===== src/rtl/md_audio_i2s_if.sv =====
// Stereo sample input and I2S output bundle for md_audio_i2s.
// The slave side is the audio stage itself; the master side feeds samples and observes the stream.
interface md_audio_i2s_if;
  logic [15:0] A_L;
  logic [15:0] A_R;
  logic        I2S_BCLK;
  logic        I2S_LRCK;
  logic        I2S_SD;
  logic        sample_strobe;

  modport master (
    output A_L,
    output A_R,
    input  I2S_BCLK,
    input  I2S_LRCK,
    input  I2S_SD,
    input  sample_strobe
  );

  modport slave (
    input  A_L,
    input  A_R,
    output I2S_BCLK,
    output I2S_LRCK,
    output I2S_SD,
    output sample_strobe
  );
endinterface


===== src/rtl/md_audio_i2s.sv =====
// Decimates MCLK-rate stereo samples to one pair per frame and serialises them as I2S (16-bit in 32-bit slots).
// Define MD_AUDIO_DECIM_EN for box-car averaging over the frame; otherwise the frame event point-samples the inputs.
module md_audio_i2s #(
  parameter int unsigned BCLK_DIV = 9
) (
  input  logic          MCLK,
  input  logic          ext_reset,
  md_audio_i2s_if.slave bus
);

  logic [7:0]  dcnt;
  logic [5:0]  bcnt;
  logic        bclk;
  logic        lrck;
  logic        sd;
  logic        strobe;
  logic [15:0] l_word;
  logic [15:0] r_word;

  logic        div_end;
  logic        rise_ev;
  logic        fall_ev;
  logic        frame_ev;
  logic [5:0]  bcnt_next;
  logic [4:0]  slot;
  logic        sd_next;
  logic [15:0] l_latch;
  logic [15:0] r_latch;

  assign div_end   = (dcnt == 8'(BCLK_DIV - 1));
  assign rise_ev   = div_end && !bclk;
  assign fall_ev   = div_end && bclk;
  assign bcnt_next = bcnt + 6'd1;
  assign frame_ev  = fall_ev && (bcnt_next == '0);
  assign slot      = bcnt_next[4:0];

  // Slot positions 1..16 carry the word MSB first; position 0 gives the one-bit I2S delay.
  always_comb begin
    sd_next = 1'b0;
    if (slot >= 5'd1 && slot <= 5'd16) begin
      sd_next = bcnt_next[5] ? r_word[4'(5'd16 - slot)] : l_word[4'(5'd16 - slot)];
    end
  end

`ifdef MD_AUDIO_DECIM_EN
  logic signed [21:0] acc_l;
  logic signed [21:0] acc_r;

  // Rise and fall events never coincide, so clearing on the frame event never drops an add.
  always_ff @(posedge MCLK) begin
    if (ext_reset) begin
      acc_l <= '0;
      acc_r <= '0;
    end else if (frame_ev) begin
      acc_l <= '0;
      acc_r <= '0;
    end else if (rise_ev) begin
      acc_l <= acc_l + {{6{bus.A_L[15]}}, bus.A_L};
      acc_r <= acc_r + {{6{bus.A_R[15]}}, bus.A_R};
    end
  end

  assign l_latch = 16'(acc_l >>> 6);
  assign r_latch = 16'(acc_r >>> 6);
`else
  assign l_latch = bus.A_L;
  assign r_latch = bus.A_R;
`endif

  always_ff @(posedge MCLK) begin
    if (ext_reset) begin
      dcnt   <= '0;
      bcnt   <= '0;
      bclk   <= 1'b0;
      lrck   <= 1'b0;
      sd     <= 1'b0;
      strobe <= 1'b0;
      l_word <= '0;
      r_word <= '0;
    end else begin
      strobe <= 1'b0;
      if (div_end) begin
        dcnt <= '0;
        bclk <= ~bclk;
      end else begin
        dcnt <= dcnt + 8'd1;
      end
      if (fall_ev) begin
        bcnt <= bcnt_next;
        lrck <= bcnt_next[5];
        sd   <= sd_next;
        if (frame_ev) begin
          l_word <= l_latch;
          r_word <= r_latch;
          strobe <= 1'b1;
        end
      end
    end
  end

  assign bus.I2S_BCLK      = bclk;
  assign bus.I2S_LRCK      = lrck;
  assign bus.I2S_SD        = sd;
  assign bus.sample_strobe = strobe;

endmodule


===== src/flat_wrapper.sv =====
// flat-port wrapper written by rule: the top's interface ports become plain ports
module md_audio_i2s_flat 
#(
  parameter int unsigned BCLK_DIV = 9
)
  (MCLK, ext_reset, bus_A_L, bus_A_R, bus_I2S_BCLK, bus_I2S_LRCK, bus_I2S_SD, bus_sample_strobe);
  md_audio_i2s_if bus_i ();
  input  logic MCLK;
  input  logic ext_reset;
  input wire logic [$bits(bus_i.A_L)-1:0] bus_A_L;
  input wire logic [$bits(bus_i.A_R)-1:0] bus_A_R;
  output wire logic [$bits(bus_i.I2S_BCLK)-1:0] bus_I2S_BCLK;
  output wire logic [$bits(bus_i.I2S_LRCK)-1:0] bus_I2S_LRCK;
  output wire logic [$bits(bus_i.I2S_SD)-1:0] bus_I2S_SD;
  output wire logic [$bits(bus_i.sample_strobe)-1:0] bus_sample_strobe;
  assign bus_i.A_L = bus_A_L;
  assign bus_i.A_R = bus_A_R;
  assign bus_I2S_BCLK = bus_i.I2S_BCLK;
  assign bus_I2S_LRCK = bus_i.I2S_LRCK;
  assign bus_I2S_SD = bus_i.I2S_SD;
  assign bus_sample_strobe = bus_i.sample_strobe;
  md_audio_i2s #(.BCLK_DIV(BCLK_DIV)) u_core (.MCLK(MCLK), .ext_reset(ext_reset), .bus(bus_i));
endmodule

===== config.mk =====
export PLATFORM = sky130hd
export DESIGN_NAME = md_audio_i2s_flat
export DESIGN_NICKNAME = d
export VERILOG_FILES = /design/src/rtl/md_audio_i2s_if.sv /design/src/rtl/md_audio_i2s.sv /design/src/flat_wrapper.sv
export SDC_FILE = /design/constraint.sdc
export NUM_CORES = 1
export LEC_CHECK = 0
export CAP_MARGIN = 10
export CORE_MARGIN = 4
export CORE_UTILIZATION = 45
export CTS_BUF_LIST = sky130_fd_sc_hd__clkbuf_8
export DETAILED_ROUTE_END_ITERATION = 10
export PLACE_DENSITY = 0.78
export SLEW_MARGIN = 20
export SYNTH_ARGS = -nofsm -noshare
export SYNTH_HDL_FRONTEND = slang
export SYNTH_SLANG_ARGS = --single-unit

===== constraint.sdc =====
create_clock -name MCLK -period 2.8 [get_ports MCLK]
set_input_delay 0.42 -clock MCLK [delete_from_list [all_inputs] [get_ports MCLK]]
set_output_delay 0.42 -clock MCLK [all_outputs]
set_load 0.01 [all_outputs]

# --- Word-level counts from Yosys, hierarchy flattened ---
# Index checks and enable logic that the tools add are counted.
totals:
  ff_bits: 50
  inputBits: 34
  output_inout_bits: 4
op_classes:
  add_sub_neg: 3
  magnitude_cmp: 3
  eq_ne: 1
  muxes: 7
  bitwise_logic: 2
  reduce_logical: 7
op_table:
  columns: ["op", "count"]
  rows:
  - ["adder 8 x 1 -> 8 bit (second input constant)", 1]
  - ["binary-select mux 1 bit (select 4 bit)", 2]
  - ["== test 8 x 4 -> 1 bit (second input constant)", 1]
  - ["adder 6 x 1 -> 6 bit (second input constant)", 1]
  - ["zero test 6 bit", 1]
  - [">= comparator 5 x 1 -> 1 bit (second input constant)", 1]
  - ["less-or-equal comparator 5 bit (second input constant)", 1]
  - ["< comparator 4 x 5 -> 1 bit (second input constant)", 1]
  - ["two-way mux 1 bit", 5]
  - ["OR reduction 2 bit", 2]
  - ["subtractor 1 x 4 -> 4 bit (first input constant)", 1]
  - ["logical AND 1 bit", 3]
  - ["inverter 1 bit", 2]
  - ["AND reduction 2 bit", 1]

# --- Logic depth before layout (Yosys ltp) ---
depth:
  depth_word: 6
  depth_mapped: 9

# --- Worst setup path after synthesis ---
# OpenSTA, ideal clock, no wires.
synth_timing:
  path_type: "flip-flop to flip-flop"
  from: "reg u_core.bcnt[0]"
  to: "reg u_core.sd, in the netlist u_core.bus.I2S_SD"
  setup_ps: 124
  arrival_time_ps: 2176
  required_ps: 2676
  path_slack_ps: 500
  stages_incl_launch_ff: 10
  n_path_buf: 2
  period_less_slack_ps: 2300
  path_cell_list: "dfxtp_1 > buf_2 > clkinv_1 > ha_1 > buf_2 > mux4_2 > nand2_1 > a211oi_1 > o211ai_1 > nand3_1"
synth_via:
  elab_chain_cells: 6
  word_cells_on_any_way: 11
  cone_classes: "add/sub: 2; order compare: 2; mux: 6; reduce/logical: 1"
synth_rtl:
  columns: ["item", "line_no", "text"]
  rows:
  - ["from (decl)", "md_audio_i2s.sv:12", "logic [5:0] bcnt;"]
  - ["from (signal assigned)", "md_audio_i2s.sv:89", "bcnt <= bcnt_next;"]
  - ["adder 6 x 1 -> 6 bit *", "md_audio_i2s.sv:33", "assign bcnt_next = bcnt + 6'd1;"]
  - ["named net u_core.bcnt_next[0]", "md_audio_i2s.sv:24", "logic [5:0] bcnt_next;"]
  - ["subtractor 1 x 4 -> 4 bit", "md_audio_i2s.sv:41", "sd_next = bcnt_next[5] ? r_word[4'(5'd16 - slot)] : l_word[4'(5'd16 - slot)];"]
  - ["binary-select mux 1 bit (select 4 bit)", "md_audio_i2s.sv:41", null]
  - ["two-way mux 1 bit (not written as such)", "md_audio_i2s.sv:41", null]
  - ["two-way mux 1 bit", "md_audio_i2s.sv:41", null]
  - ["two-way mux 1 bit *", "md_audio_i2s.sv:40", "if (slot >= 5'd1 && slot <= 5'd16) begin"]
  - ["to (signal assigned)", "md_audio_i2s.sv:91", "sd <= sd_next;"]
  - ["to (decl)", "md_audio_i2s.sv:15", "logic sd;"]
# Mark *: on every way through the listed nets, which the timed path passes. The rest lies on a longest branch. The select of a mux whose other input is x is not followed.
# A chain may end at the register's enable or synchronous reset.

# --- Final worst setup path ---
layout_timing:
  from: "reg u_core.bcnt[1]"
  to: "reg u_core.sd, in the netlist u_core.bus.I2S_SD"
# The elaborated chain is that of the path after synthesis.

==> reports/metrics.yaml <==
clock_tree:
  cts_root_buf: "clkbuf_8"
  cts_tree: "yes"
  h-tree-depth: 2
  hold_buffers: 0
  cts-buffers-inserted: 5
  cts_setup_buffers: 0
  clockBufferDepth: 2
  clk_pin_slew_worst_paths_ns: 0.09
  clkSinkCount: 49
  clk_latency_ns: 0.30
  cts_resized: 0
detailed_routing:
  vias: 1941
  via_per_inst: 5.19
  wl_um: 4800
  drt_iter0_markers: 130
  final_antenna_net_count: 0
  first_pass_iters: 4
  wl_per_cell_um: 12.8
  drc: 0
synthesis:
  synth.avg_cell_area_um2: 9.04
  synth_cell_types: 46
  synth_async_sr_flop_share_pct: 0
  ys_top_cells_by_area: "dfxtp_1 40%, nand2_1 12%, mux4_2 7.4%, a21oi_1 4.9%, a21oi_2 3.2%"
  syn_area_mm2: 0.00244
  syn-instance-count: 270
  yosysMostFrequentCell: "nand2_1"
  synthFlopType: "dfxtp_1"
  yosysTopAreaCell: "dfxtp_1"
  yosys_warnings: 0
  synth-edff-count: 0
  synthTopCellsByCount: "76 x nand2_1, 49 x dfxtp_1, 24 x a21oi_1, 19 x nor2_1, 9 x a21oi_2"
  syn-num-nets: 308
  ys_ff_latch: 49
  ys_seq_area_share_pct: 40.2
  netlist.area_leader.share_pct: 40.2
die:
  initial_utilization_pct: 47.2
  core_mm2: 0.00517
  fp.dieH_um: 81.7
  num_io_pins: 38
  die_x_um: 81.7
  rows: 26
  dieArea_mm2: 0.00667
worst_setup_path:
  crit_arrival_ns: 2.53
  reg2reg_setup_slack_ns: 0.47
  crit_path_end_kind: "flip-flop"
  crit_chain: "inv_1, ha_1, nor4bb_1, a211o_1, nor3b_1, a211oi_1, o211ai_1, nand3_1"
  r2r-end: "u_core.bus.I2S_SD"
  cpPeakStageDelay_ns: 0.49
  crit_family: "simple AND/OR/NAND/NOR gates"
  rr_startpoint: "u_core.bcnt[1]"
  required_ns: 2.99
  rr_worst_depth: 8
  slowest_stage: "dfxtp_1"
  crit_path_start: "u_core.bcnt[1]"
  path_class: "flip-flop to flip-flop"
  worst_setup_path_start_kind: "flip-flop"
  critPathMaxFanout: 10
  path_buf_inv: 1
timing:
  worstMarginPinSlew_ns: 0.490
  fin_crit_ns: 2.33
  skew_ns: 0.00263
  tns_ns: 0
  drv_slew: 0
  hold_violations: 0
  rsz0062_at_grt: "false"
  setup_ws_ns: 0.466
  max-slew-margin-rel_pct: 67.3
  period_share_pct: 83.4
  setup_violations: 0
  fmax_mhz: 428
min_path:
  hold_start: "u_core.r_word[5]"
  holdPathEnd: "u_core.r_word[5]"
  min_path_cells: 2
  min_path_type: "flip-flop to flip-flop"
global_route:
  grt_usage_pct: 15.4
  grt_pass1_vias: 1765
  antenna_found_initial: 0
  grt-ovfl-total: 0
  grt_pass1_wl_um: 8000
  grt_max_degree: 44
layout:
  num_antenna_cells: 0
  layout-drive-gt1-share_pct: 13.5
  fin_nets: 341
  area_growth_pct: 17.4
  fin_util_pct: 55.4
placed_design:
  port_buffers: 37
  place_hpwl_um: 3400
  place_congestion: 0.779
  place_ws_ns: 0.508
power_and_ir_drop:
  finalPower_mw: 1.21
  vdd_drop_max_mv: 0.204
  p_leak_nw: 0.958
  p_per_area_mw_per_mm2: 423
run_status:
  status: "completed"
flow_run:
  cap_violations: 0
==> cell usage in the layout (no fill, tap or decap), drive strengths merged, types with 6 or more instances in the layout <==
cell type      count
clkdlybuf4s50     37
dfxtp             49
a21oi             33
xor2               8
xnor2              6
mux4               8
buf                7
nand2             76
nand3              7
clkbuf             6
nor2              19
==> logic make-up after synthesis <==
family,after synthesis,synth area share [%]
AND/OR/NAND/NOR,125,24.5
flip-flops,49,40.2
AO/OA/AOI/OAI,45,11.8
buffers and inverters,24,8.35
XOR/XNOR,14,5.33
multiplexers,9,7.79
adder cells (fa/ha/maj),4,2.05
==> flip-flops by register name, summed over array words and instances, names as in the netlist <==
| name | flops |
|---|---|
| u_core.bus.I2S_SD | 1 |
| u_core.dcnt | 8 |
| u_core.r_word | 16 |
| u_core.bcnt | 5 |
| u_core.l_word | 16 |
| u_core.bus.I2S_BCLK | 1 |
| u_core.bus.sample_strobe | 1 |
| u_core.bus.I2S_LRCK | 1 |
==> how the worst max path moves through the flow <==
stage                        end  slack [ns]  cells past startpoint
2_1_floorplan  u_core.bus.I2S_SD        0.50                      9
3_3_place_gp   u_core.bus.I2S_SD        0.57                      8
3_5_place_dp   u_core.bus.I2S_SD        0.51                      8
4_1_cts        u_core.bus.I2S_SD        0.48                      8
5_1_grt        u_core.bus.I2S_SD        0.24                      8
6_report       u_core.bus.I2S_SD        0.47                      8
==> report_power, final <==
| part | switching, mW | total (mW) | internal, mW |
|---|---|---|---|
| clock | 0.235 | 0.436 | 0.201 |
| sequential | 0.00399 | 0.704 | 0.700 |
| combinational | 0.0246 | 0.0742 | 0.0496 |
| total | 0.264 | 1.21 | 0.950 |
==> layout make-up <==
type | instances | area, um^2
flip-flops and latches | 49 | 981
clock inverters | 2 | 13.8
inverters | 6 | 22.5
fillers | 456 | 2310
multi-input cells | 197 | 1260
repair buffers | 44 | 423
clock buffers | 6 | 82.6
well taps | 70 | 87.6
==> stage by stage <==
step,hold slack [ns],area (um^2),instances
after global routing,0.477,2870,374
after floorplan,0.426,2440,270
after CTS,0.460,2870,374
after detailed placement,0.446,2770,366
final,0.456,2870,374
after global placement,0.437,2770,366
==> layer usage <==
metal	track usage, %	up-vias	routed length [um]
met4	5.65	0	92
met5	0	-	0
met3	2.96	7	200
li1	-	976	-
met1	19.7	916	2200
met2	25.9	42	2300
==> tightest hold or removal path, delay by kind of cell (launching register included) <==
| family | cells | cell delay (ns) |
|---|---|---|
| and+or+nand+nor | 1 | 0.05 |
| DFF | 1 | 0.32 |
| AOI/OAI and AO/OA | 1 | 0.05 |
Note: power is estimated with default switching activity, not from simulation.
